<file path="src/rtl/mult_div_pkg.sv">
// Shared definitions for the iterative multiply/divide engine and the control unit.
package mult_div_pkg;

    localparam int WIDTH_DEF = 32;

    localparam logic [1:0] ST_IDLE   = 2'd0;
    localparam logic [1:0] ST_MULT   = 2'd1;
    localparam logic [1:0] ST_DIV    = 2'd2;
    localparam logic [1:0] ST_FINISH = 2'd3;

    // R-type funct codes decoded by the control unit before it pulses a start.
    localparam logic [5:0] Funct_Mult = 6'h18;
    localparam logic [5:0] Funct_Div  = 6'h1a;

endpackage

</file>
<file path="src/rtl/mds_div_step.sv">
// One restoring division step on unsigned magnitudes: shift in a dividend bit, trial-subtract.
module mds_div_step #(
    parameter int WIDTH = 32
) (
    input  logic [WIDTH-1:0] rem,
    input  logic [WIDTH-1:0] quo,
    input  logic [WIDTH-1:0] divisor,
    output logic [WIDTH-1:0] rem_next,
    output logic [WIDTH-1:0] quo_next
);

    logic [WIDTH:0] shift_s;
    logic [WIDTH:0] diff_s;

    // Trial subtraction; the top bit of the difference acts as the borrow.
    always_comb begin
        shift_s = {rem, quo[WIDTH-1]};
        diff_s  = shift_s - {1'b0, divisor};
        if (!diff_s[WIDTH]) begin
            rem_next = diff_s[WIDTH-1:0];
            quo_next = {quo[WIDTH-2:0], 1'b1};
        end else begin
            rem_next = shift_s[WIDTH-1:0];
            quo_next = {quo[WIDTH-2:0], 1'b0};
        end
    end

endmodule

</file>
<file path="src/rtl/mult_div_seq.sv">
// Iterative signed multiply (radix-2 Booth) / divide (restoring) engine with HI/LO write strobes.
module mult_div_seq
    import mult_div_pkg::*;
#(
    parameter int WIDTH = WIDTH_DEF,
    parameter int CNT_W = 6
) (
    input  logic             clock,
    input  logic             reset,
    input  logic             start_mult,
    input  logic             start_div,
    input  logic [WIDTH-1:0] op_a,
    input  logic [WIDTH-1:0] op_b,
    output logic             busy,
    output logic             done,
    output logic             div_zero,
    output logic             HI_writeControl,
    output logic             LO_writeControl,
    output logic [WIDTH-1:0] hi_out,
    output logic [WIDTH-1:0] lo_out
);

    logic [1:0]         state_r;
    logic [CNT_W-1:0]   count_r;
    logic               busy_r, done_r, div_zero_r, hi_we_r, lo_we_r;
    logic [WIDTH-1:0]   hi_r, lo_r;

    // Booth product register: {guard+acc (WIDTH+1), multiplier (WIDTH), q_-1}
    logic [2*WIDTH+1:0] prod_r;
    logic [WIDTH:0]     mcand_r;
    logic [WIDTH:0]     booth_sum_s;
    logic [2*WIDTH+1:0] booth_next_s;

    logic [WIDTH-1:0]   rem_r, quo_r, dvsr_r;
    logic               neg_q_r, neg_r_r;
    logic [WIDTH-1:0]   div_rem_next_s, div_quo_next_s;
    logic [WIDTH-1:0]   abs_a_s, abs_b_s;

    assign busy            = busy_r;
    assign done            = done_r;
    assign div_zero        = div_zero_r;
    assign HI_writeControl = hi_we_r;
    assign LO_writeControl = lo_we_r;
    assign hi_out          = hi_r;
    assign lo_out          = lo_r;

    // Booth recode of the two low bits, then arithmetic shift keeping the sign in the guard bit.
    always_comb begin
        case (prod_r[1:0])
            2'b01:   booth_sum_s = prod_r[2*WIDTH+1:WIDTH+1] + mcand_r;
            2'b10:   booth_sum_s = prod_r[2*WIDTH+1:WIDTH+1] - mcand_r;
            default: booth_sum_s = prod_r[2*WIDTH+1:WIDTH+1];
        endcase
        booth_next_s = {booth_sum_s[WIDTH], booth_sum_s, prod_r[WIDTH:1]};
    end

    // Operand magnitudes for the divider; -2^(WIDTH-1) maps onto itself as an unsigned value.
    always_comb begin
        abs_a_s = op_a[WIDTH-1] ? ({WIDTH{1'b0}} - op_a) : op_a;
        abs_b_s = op_b[WIDTH-1] ? ({WIDTH{1'b0}} - op_b) : op_b;
    end

    mds_div_step #(.WIDTH(WIDTH)) u_div_step (
        .rem      (rem_r),
        .quo      (quo_r),
        .divisor  (dvsr_r),
        .rem_next (div_rem_next_s),
        .quo_next (div_quo_next_s)
    );

    // Sequencer: start arbitration, iteration counting, result load and strobe generation.
    always_ff @(posedge clock or negedge reset) begin
        if (!reset) begin
            state_r    <= ST_IDLE;
            count_r    <= {CNT_W{1'b0}};
            busy_r     <= 1'b0;
            done_r     <= 1'b0;
            div_zero_r <= 1'b0;
            hi_we_r    <= 1'b0;
            lo_we_r    <= 1'b0;
            hi_r       <= {WIDTH{1'b0}};
            lo_r       <= {WIDTH{1'b0}};
            prod_r     <= {(2*WIDTH+2){1'b0}};
            mcand_r    <= {(WIDTH+1){1'b0}};
            rem_r      <= {WIDTH{1'b0}};
            quo_r      <= {WIDTH{1'b0}};
            dvsr_r     <= {WIDTH{1'b0}};
            neg_q_r    <= 1'b0;
            neg_r_r    <= 1'b0;
        end else begin
            done_r     <= 1'b0;
            div_zero_r <= 1'b0;
            hi_we_r    <= 1'b0;
            lo_we_r    <= 1'b0;
            case (state_r)
                ST_IDLE: begin
                    if (start_mult) begin
                        prod_r  <= {{(WIDTH+1){1'b0}}, op_b, 1'b0};
                        mcand_r <= {op_a[WIDTH-1], op_a};
                        count_r <= {CNT_W{1'b0}};
                        busy_r  <= 1'b1;
                        state_r <= ST_MULT;
                    end else if (start_div) begin
                        busy_r <= 1'b1;
                        if (op_b == {WIDTH{1'b0}}) begin
                            done_r     <= 1'b1;
                            div_zero_r <= 1'b1;
                            state_r    <= ST_FINISH;
                        end else begin
                            rem_r   <= {WIDTH{1'b0}};
                            quo_r   <= abs_a_s;
                            dvsr_r  <= abs_b_s;
                            neg_q_r <= op_a[WIDTH-1] ^ op_b[WIDTH-1];
                            neg_r_r <= op_a[WIDTH-1];
                            count_r <= {CNT_W{1'b0}};
                            state_r <= ST_DIV;
                        end
                    end else begin
                        busy_r <= 1'b0;
                    end
                end
                ST_MULT: begin
                    prod_r  <= booth_next_s;
                    count_r <= count_r + {{(CNT_W-1){1'b0}}, 1'b1};
                    if (count_r == CNT_W'(WIDTH-1)) begin
                        hi_r    <= booth_next_s[2*WIDTH:WIDTH+1];
                        lo_r    <= booth_next_s[WIDTH:1];
                        done_r  <= 1'b1;
                        hi_we_r <= 1'b1;
                        lo_we_r <= 1'b1;
                        count_r <= {CNT_W{1'b0}};
                        state_r <= ST_FINISH;
                    end else begin
                        state_r <= ST_MULT;
                    end
                end
                ST_DIV: begin
                    rem_r   <= div_rem_next_s;
                    quo_r   <= div_quo_next_s;
                    count_r <= count_r + {{(CNT_W-1){1'b0}}, 1'b1};
                    if (count_r == CNT_W'(WIDTH-1)) begin
                        hi_r    <= neg_r_r ? ({WIDTH{1'b0}} - div_rem_next_s) : div_rem_next_s;
                        lo_r    <= neg_q_r ? ({WIDTH{1'b0}} - div_quo_next_s) : div_quo_next_s;
                        done_r  <= 1'b1;
                        hi_we_r <= 1'b1;
                        lo_we_r <= 1'b1;
                        count_r <= {CNT_W{1'b0}};
                        state_r <= ST_FINISH;
                    end else begin
                        state_r <= ST_DIV;
                    end
                end
                ST_FINISH: begin
                    busy_r  <= 1'b0;
                    state_r <= ST_IDLE;
                end
                default: begin
                    busy_r  <= 1'b0;
                    state_r <= ST_IDLE;
                end
            endcase
        end
    end

endmodule

</file>
<file path="config.mk">
export PLATFORM = sky130hd
export DESIGN_NAME = mult_div_seq
export DESIGN_NICKNAME = d
export VERILOG_FILES = /design/src/rtl/mult_div_pkg.sv /design/src/rtl/mds_div_step.sv /design/src/rtl/mult_div_seq.sv
export SDC_FILE = /design/constraint.sdc
export NUM_CORES = 1
export LEC_CHECK = 0
export BUFFER_PORTS_ARGS = -buffer_cell sky130_fd_sc_hd__buf_4
export CAP_MARGIN = 20
export CORE_MARGIN = 5
export CORE_UTILIZATION = 56
export DETAILED_ROUTE_END_ITERATION = 12
export PLACE_DENSITY = 0.86
export SYNTH_ARGS = -nofsm -noshare
export SYNTH_HDL_FRONTEND = slang
export SYNTH_SLANG_ARGS = --single-unit
</file>
<file path="constraint.sdc">
create_clock -name clock -period 5.2 [get_ports clock]
set_input_delay 1.04 -clock clock [delete_from_list [all_inputs] [get_ports clock]]
set_output_delay 1.04 -clock clock [all_outputs]
set_load 0.02 [all_outputs]
</file>
==> out/metrics.csv, run 1 <==
stage,metric,value,unit
cells_and_area,fraction of final layout cells with drive strength greater than 1,12.8,%
clock_tree,clock net sink count,271,
detailed_routing,vias after detailed routing,18400,
power_and_ir_drop,Max rail drop VDD,376,µV
logic_synthesis,post-synthesis xor/xnor area fraction,8.88,%
setup_path,total buffers and inverters traversed by the critical path,3,
placed_design,Final HPWL DP,45200,µm
setup_path,largest fanout on the critical path,13,
placed_design,Cells after DPL,2798,
detailed_routing,WL/cell,21.3,µm
timing,part of the cycle the worst path needs,95.3,%
clock_tree,CTS Root Cell,sky130_fd_sc_hd__clkbuf_16,
cells_and_area,"Design Area, Final",21800,µm²
clock_tree,CTS tree,built,
setup_path,Critical Path AT,5.41,ns
die,vertical die dimension,195,µm
logic_synthesis,adder and majority gate portion of the synthesized area,5.15,%
logic_synthesis,yosys warns,0,
timing,worst hold slack,0.496,ns
setup_path,delay contributed by the slowest stage of the critical path,0.51,ns
timing,Final Max Slew Viols,0,
clock_tree,"Clk pin slew, worst setup/hold paths",0.06,ns
cells_and_area,layout-stage area growth over the synthesis result,13.3,%
clock_tree,number of clock buffers inserted by TritonCTS,30,
detailed_routing,number of DRC markers in iteration 0,1965,
die,count of pins on the block boundary,137,
grt,via count of the first global-routing pass,17200,
clock_tree,CTS Buffer Depth,3,
logic_synthesis,post-synth top area share,35.2,%
cells_and_area,number of filler cells placed in the layout,2765,
cells_and_area,"Cell Count, Final, Fillers Out",2863,
logic_synthesis,gate count after technology mapping,2319,
timing,worst relative slew slack,31.3,%
power_and_ir_drop,power density over the cells,599,nW/µm²
logic_synthesis,number of nets produced by synthesis,2465,
timing,clock period minus final worst setup slack,4.95,ns
cells_and_area,diodes inserted,0,
power_and_ir_drop,standby leakage power,9.65,nW
timing,Post-Route Skew,0.0155,ns
clock_tree,deepest level of the CTS H-tree,1,
die,Starting Density,57.1,%
grt,wire length of the first global-routing pass,95200,µm
logic_synthesis,number of synthesized register bits,271,
grt,largest net degree at the start of global routing,108,
setup_path,data required time of the critical path,5.66,ns
detailed_routing,number of detailed-route iterations in the first pass,6,
detailed_routing,post-route DRC violation count,0,
logic_synthesis,combinational family with the most area after synthesis,compound AO/OA/AOI/OAI gates,
logic_synthesis,sequential fraction of the synthesis area,35.2,%
setup_path,kind of cell with the highest combined delay on the critical path,simple AND/OR/NAND/NOR gates,
detailed_routing,final wirelength,60900,µm
min_path,hold path startpoint,prod_r[3],
power_and_ir_drop,"Power, Total",13.1,mW
logic_synthesis,Post-Synth Simple-Gate Area,16.9,%
logic_synthesis,leading register cell type out of synthesis,sky130_fd_sc_hd__dfrtp_1,
logic_synthesis,Post-synth EDFFs,0,
setup_path,slowest cell on the critical path,sky130_fd_sc_hd__or4b_1,
logic_synthesis,top cell type by total area after synthesis,sky130_fd_sc_hd__dfrtp_1,
setup_path,worst path cell trace,inv_1 -> ha_1 -> inv_1 -> fa_2 -> a211oi_2 -> o211ai_1 -> and2_4 -> o211a_1 -> o211a_4 -> inv_6 -> mux2i_4 -> ha_2 -> o2111ai_1 -> nor4_2 -> mux2i_4 -> or3_4 -> or4b_1 -> a222oi_1 -> nand2_1,
cells_and_area,final net count,2537,
placed_design,placed standard-cell area,20600,µm²
timing,"Worst Setup Slack, final",0.246,ns
setup_path,startpoint of the most critical register-to-register path,quo_r[31],
grt,Total Routing Usage GR,30.4,%
timing,maximum operating frequency,202,MHz
placed_design,final weighted congestion in routability-driven placement,0.973,
logic_synthesis,async set or reset register ratio after synthesis,100,%
setup_path,Worst R2R Setup Slack,0.25,ns
setup_path,worst reg-to-reg path cell count,19,
setup_path,crit end category,flop,
setup_path,critical path launch point type,flop,
logic_synthesis,post-synthesis instance area,19200,µm²
min_path,hold endpoint,prod_r[3],
die,area of the die,38200,µm²
logic_synthesis,largest cells by area after synthesis,"sky130_fd_sc_hd__dfrtp_1, sky130_fd_sc_hd__o21ai_0, sky130_fd_sc_hd__nand2_1, sky130_fd_sc_hd__a21oi_1, sky130_fd_sc_hd__ha_1",
timing,Final setup viols,0,
cells_and_area,final cell utilization of the core,64.7,%
run,count of max-cap constraint violations,0,
timing,number of hold-slack violations in the final timing report,0,
logic_synthesis,Cell variety after synth,88,
die,standard cell core area,33700,µm²
placed_design,post-placement worst setup slack,0.0745,ns
min_path,number of cells on the worst hold path,2,
grt,gr ovfl total,0,
timing,Least-Margin Pin Slew,1.03,ns
timing,unrepaired setup endpoints after global routing,no,
die,Die X-Extent,195,µm
placed_design,number of I/O port buffers,136,
logic_synthesis,share of cell area taken by muxes after synthesis,5.25,%
logic_synthesis,area fraction in compound gates after synthesis,24.4,%
clock_tree,count of hold buffers inserted by post-cts repair,0,
detailed_routing,post-detailed-route count of antenna-violating nets,0,
detailed_routing,drt via density,6.44,
clock_tree,worst-skew pair later-pin latency,0.59,ns
die,floorplan row count,67,
logic_synthesis,Post-Syn Area per Cell,8.30,µm²
outcome,run status,"complete, no violations",
setup_path,worst flop-to-flop path endpoint,hi_out[24],
timing,total negative setup slack,0,ns
setup_path,Crit Path Category,flop to flop,
grt,antenna violations before repair,0,
min_path,path category of the worst min-delay check,flop to flop,
==> registers in the layout (all words and copies together) (netlist names), 2 cells and up <==
signal   flops
lo_out      32
state_r      2
quo_r       32
hi_out      32
mcand_r     32
dvsr_r      32
rem_r       32
count_r      6
prod_r      65
==> area by class of cell <==
| cell class | count | area (µm²) | area share (%) |
|---|---|---|---|
| multi-input cells | 1841 | 11800 | 54.0 |
| flip-flops and latches | 271 | 6780 | 31.1 |
| repair buffers | 172 | 1350 | 6.18 |
| clock buffers | 38 | 821 | 3.76 |
| well taps | 448 | 561 | 2.57 |
| inverters | 75 | 287 | 1.31 |
| clock inverters | 18 | 230 | 1.06 |
==> timing repair <==
| action | in CTS | in global routing |
|---|---|---|
| setup endpoints to repair | 0 | 8 |
| resized for setup | 0 | 16 |
| buffers inserted | 0 | 8 |
==> per-layer routing <==
metal,GRT usage [%],wire length (µm),up-vias
li1,-,-,8501
met1,42.3,25000,8847
met2,47.9,27800,931
met3,4.62,5410,151
met4,12.0,2660,0
met5,0,0,-
==> cells in the mapped netlist, types with 19 or more instances <==
cell type,instances
sky130_fd_sc_hd__xnor2_1,98
sky130_fd_sc_hd__inv_1,73
sky130_fd_sc_hd__a21oi_1,208
sky130_fd_sc_hd__mux2_2,38
sky130_fd_sc_hd__mux2i_1,57
sky130_fd_sc_hd__nor3_1,39
sky130_fd_sc_hd__ha_1,76
sky130_fd_sc_hd__o22ai_1,48
sky130_fd_sc_hd__or4_1,19
sky130_fd_sc_hd__o21ai_0,226
sky130_fd_sc_hd__a21o_1,21
sky130_fd_sc_hd__clkbuf_1,108
sky130_fd_sc_hd__o31ai_1,57
sky130_fd_sc_hd__nand2_1,291
sky130_fd_sc_hd__nor2_1,202
sky130_fd_sc_hd__nand3_1,26
sky130_fd_sc_hd__xor2_1,97
sky130_fd_sc_hd__o41ai_1,20
sky130_fd_sc_hd__or3_1,27
sky130_fd_sc_hd__dfrtp_1,271
sky130_fd_sc_hd__nand2b_1,20
==> cells by family after synthesis <==
kind of cell	Yosys count
flops	271
compound gates	756
simple gates	716
buf+inv	207
fa+ha+maj	78
mux	96
xor+xnor	195
==> power breakdown <==
group | total, mW | internal (mW) | switching, mW
combinational | 7.34 | 2.77 | 4.57
sequential | 3.45 | 2.73 | 0.721
clock | 2.27 | 1.32 | 0.943
==> worst max path at each step <==
stage,start,end,cells past startpoint
finish,quo_r[31],hi_out[24],19
global route,quo_r[31],hi_out[24],19
CTS,quo_r[31],hi_out[24],19
detailed placement,quo_r[31],hi_out[24],19
global placement,quo_r[31],hi_out[24],19
floorplan,quo_r[31],hi_out[24],23
==> worst min-delay path: stages (launching register included) <==
cell	delay (ns)
sky130_fd_sc_hd__dfrtp_1	0.35
sky130_fd_sc_hd__nand2_1	0.05
sky130_fd_sc_hd__o21ai_0	0.06
==> cells in the final DEF, fill, tap and decap left out, types with 15 or more instances in the layout <==
cell	netlist	final
sky130_fd_sc_hd__xor2_1	97	97
sky130_fd_sc_hd__nand2_1	291	291
sky130_fd_sc_hd__a22o_1	15	15
sky130_fd_sc_hd__inv_1	73	73
sky130_fd_sc_hd__mux2_2	38	38
sky130_fd_sc_hd__ha_1	76	73
sky130_fd_sc_hd__buf_4	3	167
sky130_fd_sc_hd__a21oi_1	208	206
sky130_fd_sc_hd__o31ai_1	57	57
sky130_fd_sc_hd__nand2b_1	20	20
sky130_fd_sc_hd__nor3_1	39	37
sky130_fd_sc_hd__dfrtp_1	271	271
sky130_fd_sc_hd__o21ai_0	226	226
sky130_fd_sc_hd__mux2i_1	57	55
sky130_fd_sc_hd__nand3_1	26	26
sky130_fd_sc_hd__o22ai_1	48	48
sky130_fd_sc_hd__clkbuf_16	0	30
sky130_fd_sc_hd__a21o_1	21	21
sky130_fd_sc_hd__or3_1	27	26
sky130_fd_sc_hd__nor4_1	17	15
sky130_fd_sc_hd__nor2_1	202	200
sky130_fd_sc_hd__o41ai_1	20	20
sky130_fd_sc_hd__xnor2_1	98	98
sky130_fd_sc_hd__a211oi_1	15	15
sky130_fd_sc_hd__or4_1	19	19
No activity file was read; power rests on OpenSTA's default activity.
==> run 2: changes to the inputs <==
- RECOVER_POWER: unset -> 50
- SKIP_LAST_GASP: unset -> 1
==> run 2 against run 1 <==
- the run now ends with capacitance limit, slew limit left
- clock skew increased by 0.0097 ns
- sequential cell count unchanged
- setup slack improved by 0.019 ns
- via count about the same
- global-route usage unchanged
- critical path depth unchanged
- sequential share of layout area increased by 0.054 points
- count of clock-buffer cells in the layout unchanged
- die area unchanged
- core utilization decreased by 0.11 points
- combinational power about the same
- largest power group unchanged
- highest routed layer unchanged
==> out/metrics.csv, run 2 (synthesis gave the netlist of run 1 again) <==
stage,metric,value,unit
timing,worst relative slew slack,-83.9,%
die,area of the die,38200,µm²
timing,unrepaired setup endpoints after global routing,no,
grt,wire length of the first global-routing pass,95200,µm
clock_tree,number of clock buffers inserted by TritonCTS,30,
run,count of max-cap constraint violations,3,
timing,number of hold-slack violations in the final timing report,0,
clock_tree,CTS Buffer Depth,3,
cells_and_area,most frequent standard cell in the layout excluding fill and tap cells,sky130_fd_sc_hd__nand2_1,
min_path,path category of the worst min-delay check,flop to flop,
cells_and_area,"Cell Count, Final, Fillers Out",2863,
detailed_routing,number of DRC markers in iteration 0,1913,
placed_design,Cells after DPL,2798,
die,floorplan row count,67,
setup_path,critical path launch point type,flop,
die,Die X-Extent,195,µm
outcome,failing checks,"capacitance limit, slew limit",
cells_and_area,highest-count cells in the layout ignoring fill and taps,"sky130_fd_sc_hd__nand2_1, sky130_fd_sc_hd__dfrtp_1, sky130_fd_sc_hd__o21ai_0, sky130_fd_sc_hd__a21oi_1, sky130_fd_sc_hd__nor2_1",
setup_path,worst path cell trace,inv_1 -> ha_1 -> inv_1 -> fa_2 -> a211oi_2 -> o211ai_1 -> and2_4 -> o211a_1 -> o211a_4 -> inv_6 -> mux2i_4 -> ha_2 -> o2111ai_1 -> nor4_2 -> mux2i_4 -> or3_4 -> or4b_1 -> a222oi_1 -> nand2_1,
timing,clock period minus final worst setup slack,4.93,ns
setup_path,worst reg-to-reg path cell count,19,
clock_tree,count of hold buffers inserted by post-cts repair,0,
detailed_routing,number of detailed-route iterations in the first pass,8,
clock_tree,worst-skew pair later-pin latency,0.59,ns
setup_path,worst flop-to-flop path endpoint,hi_out[24],
cells_and_area,register area,6780,µm²
die,standard cell core area,33700,µm²
placed_design,final weighted congestion in routability-driven placement,0.973,
setup_path,CP Depth,19,
grt,largest net degree at the start of global routing,108,
min_path,hold endpoint,prod_r[31],
timing,maximum operating frequency,203,MHz
timing,worst hold slack,0.496,ns
setup_path,crit end category,flop,
setup_path,kind of cell with the highest combined delay on the critical path,simple AND/OR/NAND/NOR gates,
cells_and_area,max FFs per register,65,
clock_tree,CTS tree,built,
outcome,run status,finished with violations,
timing,Post-Route Skew,0.0251,ns
die,vertical die dimension,195,µm
placed_design,number of I/O port buffers,136,
detailed_routing,WL/cell,21.3,µm
die,count of pins on the block boundary,137,
grt,gr ovfl total,0,
cells_and_area,final net count,2537,
detailed_routing,vias after detailed routing,18400,
setup_path,slowest cell on the critical path,sky130_fd_sc_hd__or4b_1,
setup_path,Critical Path AT,5.39,ns
detailed_routing,post-detailed-route count of antenna-violating nets,0,
detailed_routing,drt via density,6.44,
grt,via count of the first global-routing pass,17200,
detailed_routing,final wirelength,60900,µm
cells_and_area,number of filler cells placed in the layout,2770,
power_and_ir_drop,power density over the cells,600,nW/µm²
detailed_routing,post-route DRC violation count,0,
cells_and_area,layout-stage area growth over the synthesis result,13.1,%
clock_tree,"Clk pin slew, worst setup/hold paths",0.06,ns
cells_and_area,area of the multi-input gates,11800,µm²
die,Starting Density,57.1,%
setup_path,Worst R2R Setup Slack,0.27,ns
min_path,hold path startpoint,prod_r[31],
timing,Least-Margin Pin Slew,2.76,ns
power_and_ir_drop,standby leakage power,9.63,nW
timing,Final setup viols,0,
setup_path,delay contributed by the slowest stage of the critical path,0.51,ns
min_path,number of cells on the worst hold path,2,
setup_path,Crit Path Category,flop to flop,
setup_path,largest fanout on the critical path,13,
timing,total negative setup slack,0,ns
cells_and_area,largest reg by FF count,prod_r,
grt,antenna violations before repair,0,
setup_path,total buffers and inverters traversed by the critical path,3,
cells_and_area,diodes inserted,0,
placed_design,Final HPWL DP,45200,µm
grt,Total Routing Usage GR,30.4,%
power_and_ir_drop,Max rail drop VDD,376,µV
setup_path,data required time of the critical path,5.65,ns
timing,part of the cycle the worst path needs,94.9,%
setup_path,startpoint of the most critical register-to-register path,quo_r[31],
clock_tree,deepest level of the CTS H-tree,1,
timing,Final Max Slew Viols,222,
clock_tree,CTS Root Cell,sky130_fd_sc_hd__clkbuf_16,
cells_and_area,fraction of final layout cells with drive strength greater than 1,12.7,%
clock_tree,clock net sink count,271,
## run 2: cell types whose count changed in the layout (fill, tap and decap cells not counted), sizes merged
cell,delta
buf,-5
clkbuf,+5
## run 2: timing repair
item / in CTS / in global routing
endpoints found under the setup margin: 0 / 8
gates resized for setup: 0 / 16
setup buffers: 0 / 8
hold endpoints to repair: 0 / 0
## run 2: worst max-delay path by stage
| stage | startpoint | endpoint | slack, ns |
|---|---|---|---|
| 2_1_floorplan | quo_r[31] | hi_out[24] | 0.1 |
| 3_3_place_gp | quo_r[31] | hi_out[24] | 0.26 |
| 3_5_place_dp | quo_r[31] | hi_out[24] | 0.07 |
| 4_1_cts | quo_r[31] | hi_out[24] | 0.07 |
| 5_1_grt | quo_r[31] | hi_out[24] | 0.004 |
| 6_report | quo_r[31] | hi_out[24] | 0.27 |
## run 2: area by class of cell
type	count	share of cell area (%)
tap	448	2.58
multi-input combinational	1841	54.1
inverter	75	1.32
timing repair buffer	172	6.02
clock buffer	38	3.77
clock inverter	18	1.06
sequential	271	31.2
## run 2: per-stage QoR
step	worst slack, ns	utilization [%]	cell area [µm²]	total power [mW]
floorplan	0.0951	-	19200	8.53
global placement	0.256	61.1	20600	10.2
detailed placement	0.0745	61.1	20600	10.5
CTS	0.0665	64.2	21600	12.8
global route	0.00355	64.6	21800	13.9
finish	0.265	64.6	21800	13.1
## run 2: worst reg2reg max path, stage by stage, from the launching register on
cell,delay [ns]
sky130_fd_sc_hd__dfrtp_1,0.42
sky130_fd_sc_hd__inv_1,0.08
sky130_fd_sc_hd__ha_1,0.17
sky130_fd_sc_hd__inv_1,0.06
sky130_fd_sc_hd__fa_2,0.37
sky130_fd_sc_hd__a211oi_2,0.24
sky130_fd_sc_hd__o211ai_1,0.16
sky130_fd_sc_hd__and2_4,0.18
sky130_fd_sc_hd__o211a_1,0.22
sky130_fd_sc_hd__o211a_4,0.27
sky130_fd_sc_hd__inv_6,0.13
sky130_fd_sc_hd__mux2i_4,0.27
sky130_fd_sc_hd__ha_2,0.22
sky130_fd_sc_hd__o2111ai_1,0.14
sky130_fd_sc_hd__nor4_2,0.40
sky130_fd_sc_hd__mux2i_4,0.16
sky130_fd_sc_hd__or3_4,0.38
sky130_fd_sc_hd__or4b_1,0.51
sky130_fd_sc_hd__a222oi_1,0.32
sky130_fd_sc_hd__nand2_1,0.08
## run 2: layer usage
| metal | track usage [%] | wire, µm | vias to the layer above |
|---|---|---|---|
| li1 | - | - | 8495 |
| met1 | 42.3 | 25200 | 8834 |
| met2 | 47.9 | 27700 | 965 |
| met3 | 4.62 | 5370 | 150 |
| met4 | 12.0 | 2670 | 0 |
| met5 | 0 | 0 | - |
## run 2: power by group
| group | internal, mW | leakage (nW) | switching (mW) |
|---|---|---|---|
| clock | 1.32 | 0.511 | 0.944 |
| combinational | 2.77 | 5.59 | 4.57 |
| sequential | 2.73 | 3.53 | 0.725 |
==> run 3: changes to the inputs <==
- ABC_AREA: unset -> 1
==> run 3 against run 2 <==
- the run still ends with capacitance limit, slew limit left
- worst hold slack worse by 0.011 ns
- clock skew decreased by 0.0098 ns
- cell count is 27% higher
- largest cell class unchanged
==> out/metrics.csv, run 3 <==
stage,metric,value,unit
clock_tree,worst-skew pair later-pin latency,0.60,ns
setup_path,Critical Path AT,5.06,ns
grt,Total Routing Usage GR,33.1,%
timing,Post-Route Skew,0.0153,ns
power_and_ir_drop,switch share,24.1,%
cells_and_area,most frequent standard cell in the layout excluding fill and tap cells,sky130_fd_sc_hd__nand2_1,
cells_and_area,max FFs per register,65,
clock_tree,count of hold buffers inserted by post-cts repair,0,
min_path,hold endpoint,hi_out[8],
cells_and_area,highest-count cells in the layout ignoring fill and taps,"sky130_fd_sc_hd__nand2_1, sky130_fd_sc_hd__inv_1, sky130_fd_sc_hd__dfrtp_1, sky130_fd_sc_hd__o21ai_0, sky130_fd_sc_hd__nor2_1",
cells_and_area,fraction of final layout cells with drive strength greater than 1,11.1,%
detailed_routing,drt via density,5.85,
logic_synthesis,gate count after technology mapping,3044,
power_and_ir_drop,cell-internal power,3.63,mW
placed_design,final weighted congestion in routability-driven placement,1.02,
detailed_routing,vias after detailed routing,21200,
power_and_ir_drop,power density over the cells,207,nW/µm²
grt,wire length of the first global-routing pass,110000,µm
setup_path,startpoint of the most critical register-to-register path,mcand_r[1],
placed_design,Cells after DPL,3565,
outcome,run status,finished with violations,
setup_path,largest fanout on the critical path,5,
setup_path,Crit Path Category,flop to flop,
clock_tree,CTS Root Cell,sky130_fd_sc_hd__clkbuf_16,
power_and_ir_drop,power share of the sequential group,44.1,%
power_and_ir_drop,Max rail drop VDD,253,µV
logic_synthesis,Post-synth EDFFs,0,
clock_tree,"Clk pin slew, worst setup/hold paths",0.06,ns
cells_and_area,layout-stage area growth over the synthesis result,11.9,%
timing,Final setup viols,0,
logic_synthesis,number of nets produced by synthesis,3190,
cells_and_area,final net count,3277,
detailed_routing,number of detailed-route iterations in the first pass,6,
placed_design,Final HPWL DP,53400,µm
logic_synthesis,area fraction in compound gates after synthesis,15.9,%
die,floorplan row count,70,
die,Die X-Extent,202,µm
setup_path,worst flop-to-flop path endpoint,hi_out[29],
grt,via count of the first global-routing pass,20100,
clock_tree,clock net sink count,271,
clock_tree,cells resized by post-CTS repair,0,
clock_tree,CTS Buffer Depth,3,
setup_path,crit end category,flop,
cells_and_area,largest reg by FF count,prod_r,
setup_path,data required time of the critical path,5.68,ns
timing,Final Max Slew Viols,222,
die,area of the die,40700,µm²
logic_synthesis,Post-Synth Simple-Gate Area,31.3,%
logic_synthesis,sequential fraction of the synthesis area,32.9,%
timing,number of hold-slack violations in the final timing report,0,
power_and_ir_drop,relative contribution of the clock network to total power,51.3,%
clock_tree,CTS tree,built,
timing,clock period minus final worst setup slack,4.58,ns
die,standard cell core area,36400,µm²
clock_tree,deepest level of the CTS H-tree,1,
setup_path,worst reg-to-reg path cell count,27,
grt,largest net degree at the start of global routing,112,
grt,antenna violations before repair,0,
logic_synthesis,adder and majority gate portion of the synthesized area,4.81,%
logic_synthesis,yosys warns,0,
logic_synthesis,post-synth top area share,32.9,%
die,vertical die dimension,202,µm
cells_and_area,diodes inserted,0,
logic_synthesis,post-synthesis instance area,20600,µm²
die,count of pins on the block boundary,137,
timing,unrepaired setup endpoints after global routing,no,
logic_synthesis,post-synthesis xor/xnor area fraction,5.49,%
logic_synthesis,largest cells by area after synthesis,"sky130_fd_sc_hd__dfrtp_1, sky130_fd_sc_hd__nand2_1, sky130_fd_sc_hd__inv_1, sky130_fd_sc_hd__o21ai_0, sky130_fd_sc_hd__ha_1",
power_and_ir_drop,Combinational Power Share,4.6,%
logic_synthesis,async set or reset register ratio after synthesis,100,%
clock_tree,number of post-CTS setup repair buffers,0,
min_path,path category of the worst min-delay check,flop to flop,
min_path,hold path startpoint,hi_out[8],
timing,maximum operating frequency,218,MHz
timing,part of the cycle the worst path needs,88.1,%
logic_synthesis,leading register cell type out of synthesis,sky130_fd_sc_hd__dfrtp_1,
setup_path,Worst R2R Setup Slack,0.62,ns
logic_synthesis,"top cells by count, synth","sky130_fd_sc_hd__nand2_1, sky130_fd_sc_hd__inv_1, sky130_fd_sc_hd__dfrtp_1, sky130_fd_sc_hd__o21ai_0, sky130_fd_sc_hd__nor2_1",
detailed_routing,number of DRC markers in iteration 0,1821,
logic_synthesis,top cell type by total area after synthesis,sky130_fd_sc_hd__dfrtp_1,
logic_synthesis,Post-Syn Area per Cell,6.77,µm²
setup_path,Critical Path Most Common Cell,sky130_fd_sc_hd__nand2_1,
placed_design,number of I/O port buffers,136,
grt,gr ovfl total,0,
run,count of max-cap constraint violations,2,
setup_path,critical path launch point type,flop,
logic_synthesis,combinational family with the most area after synthesis,simple AND/OR/NAND/NOR gates,
die,Starting Density,56.5,%
detailed_routing,final wirelength,69300,µm
outcome,failing checks,"capacitance limit, slew limit",
power_and_ir_drop,switching power of the nets,1.15,mW
clock_tree,number of clock buffers inserted by TritonCTS,31,
timing,total negative setup slack,0,ns
min_path,number of cells on the worst hold path,2,
cells_and_area,"Cell Count, Final, Fillers Out",3623,
logic_synthesis,share of cell area taken by muxes after synthesis,0.0486,%
detailed_routing,post-route DRC violation count,0,
setup_path,slowest cell on the critical path,sky130_fd_sc_hd__dfrtp_1,
logic_synthesis,number of synthesized register bits,271,
detailed_routing,post-detailed-route count of antenna-violating nets,0,
logic_synthesis,Cell variety after synth,58,
power_and_ir_drop,standby leakage power,11.8,nW
setup_path,delay contributed by the slowest stage of the critical path,0.41,ns
timing,worst relative slew slack,-93.9,%
logic_synthesis,most frequently used cell type in the post-synthesis netlist,sky130_fd_sc_hd__nand2_1,
detailed_routing,WL/cell,19.1,µm
timing,Least-Margin Pin Slew,2.91,ns
==> run 3: cell types whose count changed after synthesis, moves of 27 or more <==
cell                       before  now
sky130_fd_sc_hd__mux2i_1       57    1
sky130_fd_sc_hd__xnor2_1       98   38
sky130_fd_sc_hd__nand2_2        2   49
sky130_fd_sc_hd__o21ai_0      226  267
sky130_fd_sc_hd__a21oi_1      208  109
sky130_fd_sc_hd__or3_1         27    0
sky130_fd_sc_hd__o31ai_1       57    4
sky130_fd_sc_hd__nand3_1       26  140
sky130_fd_sc_hd__a31oi_1       14   48
sky130_fd_sc_hd__nand2_1      291  877
sky130_fd_sc_hd__mux2_2        38    0
sky130_fd_sc_hd__inv_1         73  380
sky130_fd_sc_hd__clkbuf_1     108   78
sky130_fd_sc_hd__nor2_1       202  251
==> run 3: critical path, delay by kind of cell (launching register included) <==
family / cells / cell delay (ns)
and+or+nand+nor: 18 / 2.36
AOI/OAI and AO/OA: 3 / 0.73
adders and majority gates: 2 / 0.57
DFF: 1 / 0.41
buffers and inverters: 3 / 0.24
xor gates and xnor gates: 1 / 0.15
==> run 3: area by class of cell <==
cell class | instances | area, µm²
repair buffers | 160 | 1200
clock buffers | 35 | 821
multi-input cells | 2277 | 11900
inverters | 390 | 1460
well taps | 468 | 586
fillers | 3344 | 13400
clock inverters | 22 | 305
flip-flops and latches | 271 | 6780
==> run 3: logic make-up (layout without fill, tap and decap cells) <==
family          count (synthesis)  after routing
xor+xnor                      129            129
buf+inv                       496            607
mux                             1              1
compound gates                577            577
fa+ha+maj                      78             78
flops                         271            271
simple gates                 1492           1492
==> run 3: metrics by stage <==
step | hold slack, ns | utilization (%) | cell area (µm²) | setup WS (ns) | power, mW
5_1_grt | 0.508 | 63.2 | 23000 | 0.0999 | 4.92
3_3_place_gp | 0.464 | 60.2 | 21900 | 0.841 | 2.36
4_1_cts | 0.488 | 63.3 | 23000 | 0.691 | 4.79
2_1_floorplan | 0.453 | - | 20600 | 1.47 | 2.23
6_report | 0.485 | 63.2 | 23000 | 0.619 | 4.78
3_5_place_dp | 0.467 | 60.2 | 21900 | 0.738 | 2.37
==> run 3: how the worst max path moves through the flow <==
stage,startpoint,endpoint
2_1_floorplan,quo_r[31],lo_out[28]
3_3_place_gp,mcand_r[0],hi_out[28]
3_5_place_dp,mcand_r[1],hi_out[24]
4_1_cts,mcand_r[1],hi_out[24]
5_1_grt,mcand_r[1],hi_out[29]
6_report,mcand_r[1],hi_out[29]
==> run 3: power by group through the flow <==
stage / logic [mW] / registers (mW) / clock network, mW
after floorplan: 0.0800 / 2.15 / 0
after global placement: 0.216 / 2.15 / 0
after CTS: 0.222 / 2.11 / 2.46
after global routing: 0.244 / 2.11 / 2.56
final: 0.220 / 2.11 / 2.45
after detailed placement: 0.221 / 2.15 / 0
==> run 3: layer usage <==
layer	vias up	GRT usage, %	part of all wire [%]	wire length, µm
met2	1017	51.8	44	30700
met4	0	13.4	4.6	3170
met5	-	0	0	0
li1	10100	-	-	-
met3	183	4.30	8.0	5520
met1	9913	46.9	43	29900
